[src/rtl/imem_loader.sv]
// Purpose: boot loader; unpacks a framed byte stream into 32-bit words for instruction memory.
//          It verifies a trailing XOR check byte, then enables the core.
// Latency: the write strobe comes one cycle after the 4th byte of a word is accepted.
//          A full-rate stream takes 5 cycles per word.
// Backpressure: byteReady is registered. It is low in IDLE, WRITE, DONE and ERROR.
//               A byte offered while byteReady is low is not consumed and must be held.
//
// Ports:
//   clk, resetN      : rising-edge clock, async active-low reset
//   byteIn/byteValid : stream byte and its valid; byteReady : loader accepts this cycle
//   memWrite*        : one-cycle write strobe, word byte address (x4), word data
//   cpuEnable/loadDone/loadError : terminal status flags
module imem_loader #(
  parameter int MAX_WORDS = 256
) (
  input  logic        clk,
  input  logic        resetN,
  input  logic [7:0]  byteIn,
  input  logic        byteValid,
  output logic        byteReady,
  output logic        memWriteEnable,
  output logic [31:0] memWriteAddress,
  output logic [31:0] memWriteData,
  output logic        cpuEnable,
  output logic        loadDone,
  output logic        loadError
);

  typedef enum logic [2:0] {
    IDLE, COUNT_HI, COUNT_LO, DATA, WRITE, CHECK, DONE, ERROR
  } state_t;

  state_t      state_q, state_d;
  logic        ready_q, ready_d;
  logic        we_q, we_d;
  logic [31:0] word_q, word_d;
  logic [15:0] idx_q, idx_d;
  logic [15:0] count_q, count_d;
  logic [1:0]  bcnt_q, bcnt_d;
  logic [7:0]  csum_q, csum_d;

  logic        accept;
  logic [15:0] count_rx;

  assign accept   = byteValid && ready_q;
  // Full word count, as it stands once the low byte is on the bus.
  assign count_rx = {count_q[15:8], byteIn};

  always_comb begin
    state_d = state_q;
    word_d  = word_q;
    idx_d   = idx_q;
    count_d = count_q;
    bcnt_d  = bcnt_q;
    csum_d  = csum_q;

    case (state_q)
      IDLE: state_d = COUNT_HI;
      COUNT_HI: begin
        if (accept) begin
          count_d = {byteIn, 8'h00};
          csum_d  = csum_q ^ byteIn;
          state_d = COUNT_LO;
        end
      end
      COUNT_LO: begin
        if (accept) begin
          count_d = count_rx;
          csum_d  = csum_q ^ byteIn;
          bcnt_d  = 2'd0;
          if (32'(count_rx) > MAX_WORDS) state_d = ERROR;
          else if (count_rx == 16'd0)    state_d = CHECK;
          else                           state_d = DATA;
        end
      end
      DATA: begin
        if (accept) begin
          word_d = {word_q[23:0], byteIn};
          csum_d = csum_q ^ byteIn;
          // The 2-bit counter wraps back to 0 on the 4th byte, which is
          // exactly the value the next word needs.
          bcnt_d = bcnt_q + 2'd1;
          if (bcnt_q == 2'd3) state_d = WRITE;
        end
      end
      WRITE: begin
        // The address output is driven from idx_q, so it stays stable for
        // the whole strobe cycle and advances only after it.
        idx_d   = idx_q + 16'd1;
        state_d = ((idx_q + 16'd1) == count_q) ? CHECK : DATA;
      end
      CHECK: begin
        if (accept) state_d = (byteIn == csum_q) ? DONE : ERROR;
      end
      DONE:    state_d = DONE;
      ERROR:   state_d = ERROR;
      default: state_d = IDLE;
    endcase

    // Ready is derived from the next state, so it drops on the same edge
    // that enters WRITE, DONE or ERROR. It is held low while leaving IDLE,
    // so it first rises one edge after COUNT_HI is entered.
    ready_d = (state_q != IDLE) &&
              (state_d == COUNT_HI || state_d == COUNT_LO ||
               state_d == DATA     || state_d == CHECK);
    we_d    = (state_d == WRITE);
  end

  always_ff @(posedge clk or negedge resetN) begin
    if (!resetN) begin
      state_q <= IDLE;
      ready_q <= 1'b0;
      we_q    <= 1'b0;
      word_q  <= 32'd0;
      idx_q   <= 16'd0;
      count_q <= 16'd0;
      bcnt_q  <= 2'd0;
      csum_q  <= 8'd0;
    end else begin
      state_q <= state_d;
      ready_q <= ready_d;
      we_q    <= we_d;
      word_q  <= word_d;
      idx_q   <= idx_d;
      count_q <= count_d;
      bcnt_q  <= bcnt_d;
      csum_q  <= csum_d;
    end
  end

  assign byteReady       = ready_q;
  assign memWriteEnable  = we_q;
  assign memWriteAddress = {14'd0, idx_q, 2'b00};
  assign memWriteData    = word_q;
  assign cpuEnable       = (state_q == DONE);
  assign loadDone        = (state_q == DONE);
  assign loadError       = (state_q == ERROR);

endmodule

[config.mk]
export PLATFORM = sky130hd
export DESIGN_NAME = imem_loader
export DESIGN_NICKNAME = d
export VERILOG_FILES = /design/src/rtl/imem_loader.sv
export SDC_FILE = /design/constraint.sdc
export NUM_CORES = 1
export LEC_CHECK = 0
export CAP_MARGIN = 5
export CORE_MARGIN = 2
export CORE_UTILIZATION = 53
export CTS_BUF_LIST = sky130_fd_sc_hd__clkbuf_8
export DETAILED_ROUTE_END_ITERATION = 12
export GPL_ROUTABILITY_DRIVEN = 1
export GPL_TIMING_DRIVEN = 0
export PLACE_DENSITY = 0.89
export SYNTH_ARGS = -nofsm -noshare
export SYNTH_HDL_FRONTEND = slang
export SYNTH_SLANG_ARGS = --single-unit
[constraint.sdc]
create_clock -name clk -period 2.5 [get_ports clk]
set_input_delay 0.625 -clock clk [delete_from_list [all_inputs] [get_ports clk]]
set_output_delay 0.625 -clock clk [all_outputs]
set_load 0.02 [all_outputs]
# --- After elaboration in Yosys (flattened, before gate mapping) ---
# Index checks and enable logic that the tools add are counted.
totals:
  reg_bits: 79
  latch_bits: 0
  mem_bits_rw: 0
  rom_bits: 0
  inputBits: 11
  output_inout_bits: 69
  word_cells: 64
  mem_count: 0
op_classes:
  n_addsub: 2
  mul: 0
  div_mod_pow: 0
  n_lt_le_gt_ge: 1
  eq_ne: 18
  n_shift: 0
  n_mux: 16
  bitwise: 2
  n_reduce_logical: 16
ops:
  columns: ["op", "count"]
  rows:
  - ["16-bit case mux with 2 select lines", 1]
  - ["3-bit 2-to-1 mux", 8]
  - ["3-bit case mux with 8 select lines", 1]
  - ["3-bit == test, second input constant", 6]
  - ["16-bit by 1-bit adder with 16-bit output, second input constant", 1]
  - ["16-bit == test", 1]
  - ["16-bit by 9-bit > comparator with 1-bit output, second input constant", 1]
  - ["16-bit zero test", 1]
  - ["16-bit 2-to-1 mux", 1]
  - ["3-bit by 2-bit == test with 1-bit output, second input constant", 4]
  - ["3-bit AND reduction", 3]
  - ["8-bit == test", 1]
  - ["8-bit 2-to-1 mux", 1]
  - ["8-bit XOR", 1]
  - ["3-bit by 1-bit == test with 1-bit output, second input constant", 2]
  - ["2-bit inequality test, second input constant", 3]
  - ["2-bit 2-to-1 mux", 2]
  - ["2-bit case mux with 2 select lines", 1]
  - ["2-bit AND reduction", 2]
  - ["2-bit nonzero test", 2]
  - ["3-bit zero test", 1]
  - ["1-bit logical OR", 3]
  - ["3-bit nonzero test", 1]
  - ["3-bit OR reduction", 1]
  - ["5 further kinds", 6]

# --- Longest topological paths before layout ---
# Gate-level depths: netlist of the first run.
depth:
  ltp_word: 10
  depth_mapped: 8
  depth_no_buf: 7

# --- Worst setup path after synthesis of the first run ---
# OpenSTA, ideal clock, no wires.
synth_timing:
  path_type: "register to output"
  start: "reg state_q[1]"
  end: "out loadDone"
  t_arrival_ns: 2.057
  required_ns: 1.875
  setup_slack_ns: -0.182
  stages_incl_launch_ff: 6
  n_path_buf: 4
  path_cell_list: "dfrtp_1 > clkbuf_1 > clkbuf_1 > clkbuf_1 > nor3b_1 > buf_4"
synth_via:
  elab_chain_len: 1
synth_rtl:
  columns: ["element", "line_no", "rtl"]
  rows:
  - ["from (decl)", "33", "state_t state_q, state_d;"]
  - ["from (signal assigned)", "120", "state_q <= state_d;"]
  - ["3-bit == test", null, null]
  - ["to (decl)", "25", "output logic loadDone,"]
# No other way between the ends.

# --- Worst setup path after layout of the first run ---
layout_timing:
  start: "reg state_q[1]"
  end: "out loadDone"
layout_via:
  elab_chain_len: 1
layout_rtl:
  columns: ["element", "line_no", "rtl"]
  rows:
  - ["3-bit == test", "136", "assign loadDone = (state_q == DONE);"]
# No other way between the ends.

==> metrics.cfg, run 1 <==
[final_layout]
layoutNonFillerInstCount=550
final.fill_count=545
layout.core_utilization_pct=68.8
post_route_cells_drive_above_1_share_pct=18.4
final_nets=460
layout_commonest_cell=sky130_fd_sc_hd__dfrtp_1
highest_count_cells_in_the_layout_ignoring_fill_and_taps=sky130_fd_sc_hd__dfrtp_1, sky130_fd_sc_hd__clkdlybuf4s50_1, sky130_fd_sc_hd__nand2_1
insertedDiodeCount=0
synthToLayoutAreaGrowth_pct=25.6

[sta]
fmax_mhz=415
final.min_clock_period_ns=2.41
timing_hold_violations_final=0
timing_worst_slew_pin_value_ns=0.633
postLayoutSetupSlackWorst_ns=0.0898
final-max-slew-violation-count=0
grt_setup_unrepaired=false
timing.final.setup_violations=0
fin_tns_setup_ns=0
fin_worst_skew_ns=0.00924
min_period_over_period_pct=96.4
maxSlewHeadroom_pct=57.6

[routing]
detail_route.wirelength_mm=8.98
initialDrtViolationCount=189
count_of_unresolved_drc_violations_after_routing=0
drt_first_pass_iters=5
post_drt_via_cell_ratio=5.40
routedWlPerCell_um=16.3
dr_total_vias=2972
detail-route-antenna-nets=0

[yosys]
synth-compound-area-share_pct=7.46
postSynthCellCount=360
synth.distinct_cells=41
synth.area.mux_share_pct=11.6
ys_async_sr_fraction_pct=100
synthesis.area_per_instance_um2=11.1
ys_dominant_reg_cell=sky130_fd_sc_hd__dfrtp_1
synthesis.area_um2=3990
synth_enable_flop_cells=0
synth_seq_cells=79
synth_adder_area_share_pct=0.627
simple_gate_area_share_of_the_yosys_netlist_pct=13.4
synthXorXnorAreaFrac_pct=12.3
yosys_warnings=0
synth-seq-area-share_pct=49.5
synth_top_family_by_area=simple AND/OR/NAND/NOR gates

[floorplanning]
die_height_um=90.8
floorplan.initialDensity_pct=54.8
fp.coreArea_um2=7290
die-area_um2=8240
design.portCount=80
fp-row-count=31
floorplan.die.width_um=90.8

[global_route]
globalRouteMet2Util_pct=37.4
grt-ovfl-total=0
grt_first_pass_wirelength_mm=14.7
met3_usage_pct=4.67
grt_max_degree=50
grt_antenna_before_repair=0
gr-usage-met1_pct=29.3
grt_use_total_pct=22.5
first_global_vias=2911
grt-busiest-layer=met2

[clock_tree]
clock_transition_at_the_registers_of_the_reported_paths_ns=0.08
clock_tree_from_tritoncts=done
post_cts_hold_buffer_count=0
worst_skew_pair.late_latency_ns=0.35
ctsRootBufferMaster=sky130_fd_sc_hd__clkbuf_8
cts_buffers=9
tritoncts_num_sinks=79
cts_htree_levels=3
clockBufferDepth=2
cts_setup_buffers=0

[critical_path]
regToRegStartpoint=idx_q[4]$_DFFE_PN0P_
cp-start-kind=register
crit_arrival_ns=1.79
ff2ff_path_depth=6
ff2ff_setup_slack_ns=0.12
path_class=reg -> out
reg2reg_to=state_q[1]$_DFF_PN0_
critPathMaxFanout=19
cp.required_ns=1.88
endpoint_kind=primary output

[power]
seq_power_share_pct=45.4
cellInternalPower_uw=2700
portion_of_total_power_attributed_to_the_clock_network_pct=20.5
switching_share_pct=35.4
p_switching_uw=1480
ir_worst_vdd_mv=0.693
p_leak_uw=0.00220
relative_contribution_of_combinational_cells_to_total_power_pct=34.1
power.density_cell_area_nw_per_um2=832

[placed_design]
finalWeightedCongestion=0.837
hpwl_mm=6.58
place_worst_setup_slack_ns=-0.604
port_buffers=63
dp_cells=538

[status]
status=finished clean

[job]
max-cap-violations=0

[worst_hold_path]
min-delay-path-class=in -> async

[synthesized netlist by cell type (5+ instances only)]
cell / count / area share (%)
sky130_fd_sc_hd__a21oi_1: 5 / 0.63
sky130_fd_sc_hd__a31oi_1: 9 / 1.4
sky130_fd_sc_hd__buf_4: 18 / 3.4
sky130_fd_sc_hd__clkbuf_1: 12 / 1.1
sky130_fd_sc_hd__dfrtp_1: 79 / 50
sky130_fd_sc_hd__mux2_1: 10 / 2.8
sky130_fd_sc_hd__mux2_2: 31 / 8.7
sky130_fd_sc_hd__nand2_1: 37 / 3.5
sky130_fd_sc_hd__nand3_1: 8 / 1.0
sky130_fd_sc_hd__nand4_1: 5 / 0.78
sky130_fd_sc_hd__nor2_1: 18 / 1.7
sky130_fd_sc_hd__nor2b_1: 8 / 1.3
sky130_fd_sc_hd__nor3_1: 7 / 0.88
sky130_fd_sc_hd__nor4_1: 9 / 1.4
sky130_fd_sc_hd__o21ai_0: 13 / 1.6
sky130_fd_sc_hd__xnor2_1: 30 / 6.6
sky130_fd_sc_hd__xor2_1: 24 / 5.3
[state kept, by name, summed over array words and instances, names as in the netlist]
register / count
memWriteEnable: 1
memWriteData: 32
csum_q: 8
state_q: 3
idx_q: 16
count_q: 16
byteReady: 1
bcnt_q: 2
[kinds of logic after synthesis]
kind of cell / after synthesis
AOI/OAI and AO/OA: 41
other: 1
and+or+nand+nor: 106
adders and majority gates: 2
xor gates and xnor gates: 55
muxes: 41
DFF: 79
buffers and inverters: 35
[per-stage QoR]
step | hold slack (ns) | power [µW] | area [µm²]
floorplan | 0.329 | 2730 | 4050
global route | 0.229 | 4400 | 5020
detailed placement | 0.480 | 3310 | 4830
global placement | 0.468 | 3230 | 4810
finish | 0.207 | 4170 | 5020
CTS | 0.208 | 4190 | 5010
[worst max-delay path by stage]
| stage | startpoint | to | slack [ns] | cells after the start |
|---|---|---|---|---|
| after floorplan | state_q[1]$_DFF_PN0_ | loadDone | 0.07 | 5 |
| after global placement | resetN | memWriteData[31]$_DFFE_PN0P_ | -1.87 | 1 |
| after detailed placement | state_q[1]$_DFF_PN0_ | loadDone | -0.60 | 6 |
| after CTS | state_q[1]$_DFF_PN0_ | loadDone | 0.06 | 5 |
| after global routing | state_q[1]$_DFF_PN0_ | loadDone | 0.004 | 5 |
| final | state_q[1]$_DFF_PN0_ | loadDone | 0.09 | 5 |
[final cells by class]
cell class              count  area, µm²  area share (%)
plain buffers              29        195            3.89
well taps                  99        124            2.47
inverters                   3       11.3           0.224
flip-flops and latches     79       1980            39.4
clock buffers              10        138            2.74
clock inverters             5       35.0           0.698
multi-input cells         261       1880            37.5
repair buffers             64        653            13.0
[metal layers]
layer,wire length (µm),part of all wire [%],vias to the layer above
met5,0,0,-
met4,104,1.2,0
met3,436,4.9,11
met2,4540,51,92
met1,3900,43,1472
li1,-,-,1397
[critical path, stage by stage (launching register included)]
cell and delay [ns]:
sky130_fd_sc_hd__dfrtp_1 0.35, sky130_fd_sc_hd__clkbuf_4 0.21, sky130_fd_sc_hd__clkbuf_8 0.22, sky130_fd_sc_hd__nor3b_4 0.21
sky130_fd_sc_hd__buf_4 0.13, sky130_fd_sc_hd__dlygate4sd2_1 0.32
[power groups by stage]
| stage | combinational (µW) | clock (µW) | sequential, µW |
|---|---|---|---|
| after floorplan | 714 | 0 | 2020 |
| after global placement | 1350 | 0 | 1880 |
| after detailed placement | 1410 | 0 | 1910 |
| after CTS | 1430 | 874 | 1890 |
| after global routing | 1530 | 935 | 1930 |
| final | 1420 | 855 | 1890 |
[timing repair]
action | in CTS | in global routing
endpoints found under the setup margin | 3 | 4
cloned | 0 | 0
hold endpoints to repair | 0 | 0
gates resized for setup | 8 | 4
Power figures use the tool's default switching activity.
==> run 2, diff against run 1 <==
- SKIP_CTS_REPAIR_TIMING: not set -> 1
==> run 2 against run 1 <==
Compared with the run above:
- clock power is essentially flat
- die area unchanged
- final cell count is the same
- maximum frequency is 0.25% higher
- critical path type is now in -> reg
- critical endpoint is now memWriteData[26]$_DFFE_PN0P_
- highest routed layer unchanged
==> metrics.cfg, run 2 (same netlist as run 1, synthesis figures left out) <==
[power]
ir_worst_vdd_mv=0.694  ; was 0.693 mV
p_leak_uw=0.00223  ; was 0.00220 µW
report.power.total_uw=4170  ; about the same
power.density_cell_area_nw_per_um2=831  ; was 832 nW/µm²

[final_layout]
final_nets=460  ; unchanged
insertedDiodeCount=0  ; unchanged
final.fill_count=549  ; was 545
synthToLayoutAreaGrowth_pct=25.7  ; was 25.6%
largest_reg_flops=32  ; unchanged
layout.core_utilization_pct=68.8  ; about the same
regArea_um2=1980  ; about the same
layout_commonest_cell=sky130_fd_sc_hd__dfrtp_1  ; unchanged
multi_input_comb_area_um2=1880  ; about the same
highest_count_cells_in_the_layout_ignoring_fill_and_taps=sky130_fd_sc_hd__dfrtp_1, sky130_fd_sc_hd__clkdlybuf4s50_1, sky130_fd_sc_hd__nand2_1  ; unchanged
post_route_cells_drive_above_1_share_pct=18.6  ; was 18.4%

[floorplanning]
design.portCount=80  ; unchanged
floorplan.initialDensity_pct=54.8  ; unchanged
die_height_um=90.8  ; unchanged
die-area_um2=8240  ; unchanged
fp.coreArea_um2=7290  ; unchanged
fp-row-count=31  ; unchanged
floorplan.die.width_um=90.8  ; unchanged

[routing]
drt_first_pass_iters=4  ; was 5
dr_total_vias=2961  ; was 2972
count_of_unresolved_drc_violations_after_routing=0  ; unchanged
routedWlPerCell_um=16.2  ; was 16.3 µm
detail_route.wirelength_mm=8.93  ; was 8.98 mm
initialDrtViolationCount=197  ; was 189
post_drt_via_cell_ratio=5.38  ; was 5.40
detail-route-antenna-nets=0  ; unchanged

[global_route]
grt_use_total_pct=22.7  ; was 22.5%
grt_first_pass_wirelength_mm=14.8  ; was 14.7 mm
grt_antenna_before_repair=0  ; unchanged
first_global_vias=2929  ; was 2911
grt-ovfl-total=0  ; unchanged
grt_max_degree=50  ; unchanged

[clock_tree]
cts_htree_levels=3  ; unchanged
ctsRootBufferMaster=sky130_fd_sc_hd__clkbuf_8  ; unchanged
clockBufferDepth=2  ; unchanged
tritoncts_num_sinks=79  ; unchanged
worst_skew_pair.late_latency_ns=0.35  ; about the same
cts_buffers=9  ; unchanged
clock_tree_from_tritoncts=done  ; unchanged
clock_transition_at_the_registers_of_the_reported_paths_ns=0.08  ; about the same

[critical_path]
ff2ff_path_depth=6  ; unchanged
ff2ff_setup_slack_ns=0.12  ; about the same
crit_buf_inv=2  ; was 4
cp-start-kind=input port  ; was register
slowest_library_cell_on_the_worst_path=sky130_fd_sc_hd__clkbuf_1  ; was sky130_fd_sc_hd__dfrtp_1
crit_arrival_ns=2.64  ; was 1.79 ns
reg2reg_to=state_q[1]$_DFF_PN0_  ; unchanged
path_class=in -> reg  ; was reg -> out
regToRegStartpoint=idx_q[0]$_DFFE_PN0P_  ; was idx_q[4]$_DFFE_PN0P_
endpoint_kind=register  ; was primary output
cp_top_family=buffers and inverters  ; unchanged
cp.required_ns=2.74  ; was 1.88 ns
critPathMaxFanout=10  ; was 19
crit_path_max_cell_delay_ns=0.53  ; was 0.35 ns
cp_cell_instances=clkdlybuf4s50_1 -> nand3_1 -> nor2_1 -> clkbuf_1 -> mux2_2  ; was clkbuf_4 -> clkbuf_8 -> nor3b_4 -> buf_4 -> dlygate4sd2_1

[job]
max-cap-violations=0  ; unchanged

[sta]
worst_hold_slack_ns=0.202  ; was 0.207 ns
postLayoutSetupSlackWorst_ns=0.0958  ; was 0.0898 ns
grt_setup_unrepaired=false  ; unchanged
final.min_clock_period_ns=2.40  ; was 2.41 ns
fin_worst_skew_ns=0.00851  ; was 0.00924 ns
fin_tns_setup_ns=0  ; unchanged
timing_worst_slew_pin_value_ns=0.624  ; was 0.633 ns
final-max-slew-violation-count=0  ; unchanged
timing.final.setup_violations=0  ; unchanged
maxSlewHeadroom_pct=58.2  ; was 57.6%
min_period_over_period_pct=96.2  ; was 96.4%
fmax_mhz=416  ; was 415 MHz
timing_hold_violations_final=0  ; unchanged

[placed_design]
hpwl_mm=6.58  ; unchanged
finalWeightedCongestion=0.837  ; unchanged
place_worst_setup_slack_ns=-0.604  ; unchanged
port_buffers=63  ; unchanged

[worst_hold_path]
min-delay-path-class=in -> async  ; unchanged

[status]
status=finished clean  ; unchanged

## run 2: cell count changes in the layout (fill, tap and decap cells not counted)
cell / previous run / this run
sky130_fd_sc_hd__buf_6: 0 / 1
sky130_fd_sc_hd__clkbuf_2: 2 / 1
sky130_fd_sc_hd__clkbuf_4: 1 / 2
sky130_fd_sc_hd__clkbuf_8: 11 / 10
sky130_fd_sc_hd__dfrtp_1: 78 / 77
sky130_fd_sc_hd__dfrtp_2: 1 / 2
sky130_fd_sc_hd__dlygate4sd2_1: 2 / 0
sky130_fd_sc_hd__dlymetal6s2s_1: 0 / 2
sky130_fd_sc_hd__nor3b_2: 1 / 2
sky130_fd_sc_hd__nor3b_4: 1 / 0
## run 2: worst max path at each step
stage	cells past startpoint	from	end	slack, ns
floorplan	5	state_q[1]$_DFF_PN0_	loadDone	0.07
global placement	1	resetN	memWriteData[31]$_DFFE_PN0P_	-1.87
detailed placement	6	state_q[1]$_DFF_PN0_	loadDone	-0.60
CTS	6	state_q[1]$_DFF_PN0_	loadDone	-1.02
global route	6	idx_q[0]$_DFFE_PN0P_	state_q[1]$_DFF_PN0_	0.02
finish	5	byteValid	memWriteData[26]$_DFFE_PN0P_	0.1
## run 2: final cells by class
cell class                      count  share of cell area (%)
Clock inverter                      5                   0.698
Inverter                            3                   0.224
Clock buffer                       10                    2.74
Tap cell                           99                    2.47
Timing Repair Buffer               64                    13.2
Multi-Input combinational cell    261                    37.4
Sequential cell                    79                    39.4
Buffer                             29                    3.89
## run 2: through the flow
step                      std cells  cell area [µm²]
final                           550             5020
after global routing            550             5020
after CTS                       553             5010
after detailed placement        538             4830
after global placement          537             4810
after floorplan                 375             4050
## run 2: routing by layer
layer | GRT usage, % | up-vias | routed length [µm]
li1 | - | 1398 | -
met1 | 29.5 | 1458 | 3810
met2 | 37.5 | 93 | 4530
met3 | 5.43 | 12 | 448
met4 | 7.45 | 0 | 144
met5 | 0 | - | 0
## run 2: power breakdown
part / internal [µW] / switching [µW] / leakage (µW)
clock: 382 / 475 / 0.0000881
combinational: 718 / 696 / 0.00110
sequential: 1590 / 305 / 0.00104
==> run 3, diff against run 2 <==
- CORE_UTILIZATION: 53 -> 48
- PLACE_DENSITY: 0.89 -> 0.78
- clock period: 2.5 -> 1.9 ns (I/O delays scaled with it)
==> run 3 against run 2 <==
Compared with the run above:
- the run now ends with negative setup slack left
- die area increased by 9.9%
- clock skew hardly changed
- via count increased by 3.5%
- global-route usage decreased by 1.2 points
- final cell count up 5.1%
==> metrics.cfg, run 3 (same netlist as run 1, synthesis figures left out) <==
[critical_path]
critical_path.most_common_cell=sky130_fd_sc_hd__a2111oi_4
crit_buf_inv=1  ; was 2
worst-path-stages=7  ; was 5
cp.required_ns=2.20  ; was 2.74 ns
cp-start-kind=register  ; was input port
ff2ff_path_depth=7  ; was 6
cp_top_family=compound AO/OA/AOI/OAI gates  ; was buffers and inverters
endpoint_kind=register  ; unchanged
crit_arrival_ns=2.52  ; was 2.64 ns
critPathMaxFanout=5  ; was 10
crit_path_max_cell_delay_ns=0.54  ; was 0.53 ns
cp_cell_instances=buf_6 -> nand3_4 -> or4_4 -> a2111oi_4 -> nand4_2 -> a2111oi_4 -> a21o_1  ; was clkdlybuf4s50_1 -> nand3_1 -> nor2_1 -> clkbuf_1 -> mux2_2
path_class=reg -> reg  ; was in -> reg
slowest_library_cell_on_the_worst_path=sky130_fd_sc_hd__or4_4  ; was sky130_fd_sc_hd__clkbuf_1

[routing]
drt_first_pass_iters=4  ; unchanged
detail-route-antenna-nets=0  ; unchanged
post_drt_via_cell_ratio=5.30  ; was 5.38
routedWlPerCell_um=16.5  ; was 16.2 µm
dr_total_vias=3065  ; was 2961
initialDrtViolationCount=213  ; was 197
detail_route.wirelength_mm=9.52  ; was 8.93 mm
count_of_unresolved_drc_violations_after_routing=0  ; unchanged

[job]
max-cap-violations=0  ; unchanged

[global_route]
globalRouteMet2Util_pct=34.3  ; was 37.5%
grt_first_pass_wirelength_mm=14.8  ; about the same
met3_usage_pct=6.17  ; was 5.43%
grt-busiest-layer=met2  ; unchanged
grt_antenna_before_repair=0  ; unchanged
gr-usage-met1_pct=27.2  ; was 29.5%
first_global_vias=2989  ; was 2929
grt-ovfl-total=0  ; unchanged
grt_max_degree=69  ; was 50
grt_use_total_pct=21.4  ; was 22.7%

[status]
status=complete, but fails checks  ; was finished clean
violations_in_the_final_reports=negative setup slack

[sta]
postLayoutSetupSlackWorst_ns=-0.318  ; was 0.0958 ns
fin_tns_setup_ns=-0.778  ; was 0 ns
final-max-slew-violation-count=0  ; unchanged
timing.final.setup_violations=4  ; was 0
min_period_over_period_pct=117
final.min_clock_period_ns=2.22
grt_setup_unrepaired=true  ; was false
fin_worst_skew_ns=0.00885  ; was 0.00851 ns
worst_hold_slack_ns=0.490  ; was 0.202 ns
fmax_mhz=451
timing_hold_violations_final=0  ; unchanged

[final_layout]
final_nets=481  ; was 460
highest_count_cells_in_the_layout_ignoring_fill_and_taps=sky130_fd_sc_hd__dfrtp_1, sky130_fd_sc_hd__clkdlybuf4s50_1, sky130_fd_sc_hd__nand2_1  ; unchanged
largest_reg_flops=32  ; unchanged
insertedDiodeCount=0  ; unchanged
post_route_cells_drive_above_1_share_pct=28.1  ; was 18.6%
finish.instance_area_um2=5380  ; was 5020 µm²
layout_commonest_cell=sky130_fd_sc_hd__dfrtp_1  ; unchanged
synthToLayoutAreaGrowth_pct=34.8  ; was 25.7%

[floorplanning]
floorplan.die.width_um=95.2  ; was 90.8 µm
die-area_um2=9060  ; was 8240 µm²
floorplan.initialDensity_pct=49.1  ; was 54.8%
fp.coreArea_um2=8130  ; was 7290 µm²
design.portCount=80  ; unchanged
fp-row-count=33  ; was 31
die_height_um=95.2  ; was 90.8 µm

[clock_tree]
clockBufferDepth=2  ; unchanged
clock_transition_at_the_registers_of_the_reported_paths_ns=0.09  ; was 0.08 ns
worst_skew_pair.late_latency_ns=0.36  ; was 0.35 ns
cts_buffers=9  ; unchanged
tritoncts_num_sinks=79  ; unchanged
cts_htree_levels=3  ; unchanged
clock_tree_from_tritoncts=done  ; unchanged
ctsRootBufferMaster=sky130_fd_sc_hd__clkbuf_8  ; unchanged

[power]
ir_worst_vdd_mv=0.705  ; was 0.694 mV
power.density_cell_area_nw_per_um2=1080  ; was 831 nW/µm²
p_leak_uw=0.00256  ; was 0.00223 µW

[placed_design]
placedInstanceArea_um2=4880  ; was 4830 µm²
port_buffers=63  ; unchanged
finalWeightedCongestion=0.853  ; was 0.837
hpwl_mm=6.42  ; was 6.58 mm

[worst_hold_path]
min-delay-path-class=in -> async  ; unchanged

run 3: cell types whose count changed in the layout (fill, tap and decap cells not counted), moves of 4 or more:
cell and delta:
sky130_fd_sc_hd__buf_4 +17, sky130_fd_sc_hd__clkdlybuf4s50_1 -14, sky130_fd_sc_hd__dlymetal6s2s_1 +11, sky130_fd_sc_hd__dfrtp_1 -9, sky130_fd_sc_hd__dfrtp_2 +9, sky130_fd_sc_hd__buf_6 +5, sky130_fd_sc_hd__nor2_1 -5, sky130_fd_sc_hd__clkbuf_1 -4
sky130_fd_sc_hd__nor2_2 +4
run 3: final cells by class:
cell class | instances | area [µm²]
Clock inverter | 7 | 80.1
Clock buffer | 9 | 124
Buffer | 31 | 251
Sequential cell | 79 | 1990
Inverter | 3 | 11.3
Multi-Input combinational cell | 261 | 1950
Tap cell | 105 | 131
Timing Repair Buffer | 83 | 843
Fill cell | 623 | 2750
run 3: path summary, 6_finish.rpt:
check / startpoint / endpoint / slack, ns
min reg2reg: memWriteData[30]$_DFFE_PN0P_ / memWriteData[30]$_DFFE_PN0P_ / 0.49
max: idx_q[2]$_DFFE_PN0P_ / state_q[2]$_DFF_PN0_ / -0.32
min in group clk: memWriteData[30]$_DFFE_PN0P_ / memWriteData[30]$_DFFE_PN0P_ / 0.49
min: resetN / idx_q[8]$_DFFE_PN0P_ / 0.49
max reg2reg: idx_q[2]$_DFFE_PN0P_ / state_q[2]$_DFF_PN0_ / -0.32
max in group asynchronous: resetN / memWriteData[25]$_DFFE_PN0P_ / 0.82
run 3: through the flow:
step,util [%],worst slack [ns],instances,total power (µW)
floorplan,-,-0.138,375,3610
global placement,59.7,-2.66,543,4280
detailed placement,60.0,-0.794,544,4360
CTS,62.5,-1.19,560,5680
global route,66.2,-0.440,578,6150
finish,66.2,-0.318,578,5840
run 3: per-layer routing:
layer | share of wire [%] | routed length, µm
met1 | 42 | 4000
met2 | 50 | 4760
met4 | 2.3 | 219
met5 | 0 | 0
met3 | 5.8 | 548
run 3: where the power goes:
part           switching, µW  total [µW]  internal, µW
Combinational            980        2040          1060
Sequential               394        2490          2100
Clock                    678        1300           625
Total                   2050        5840          3790
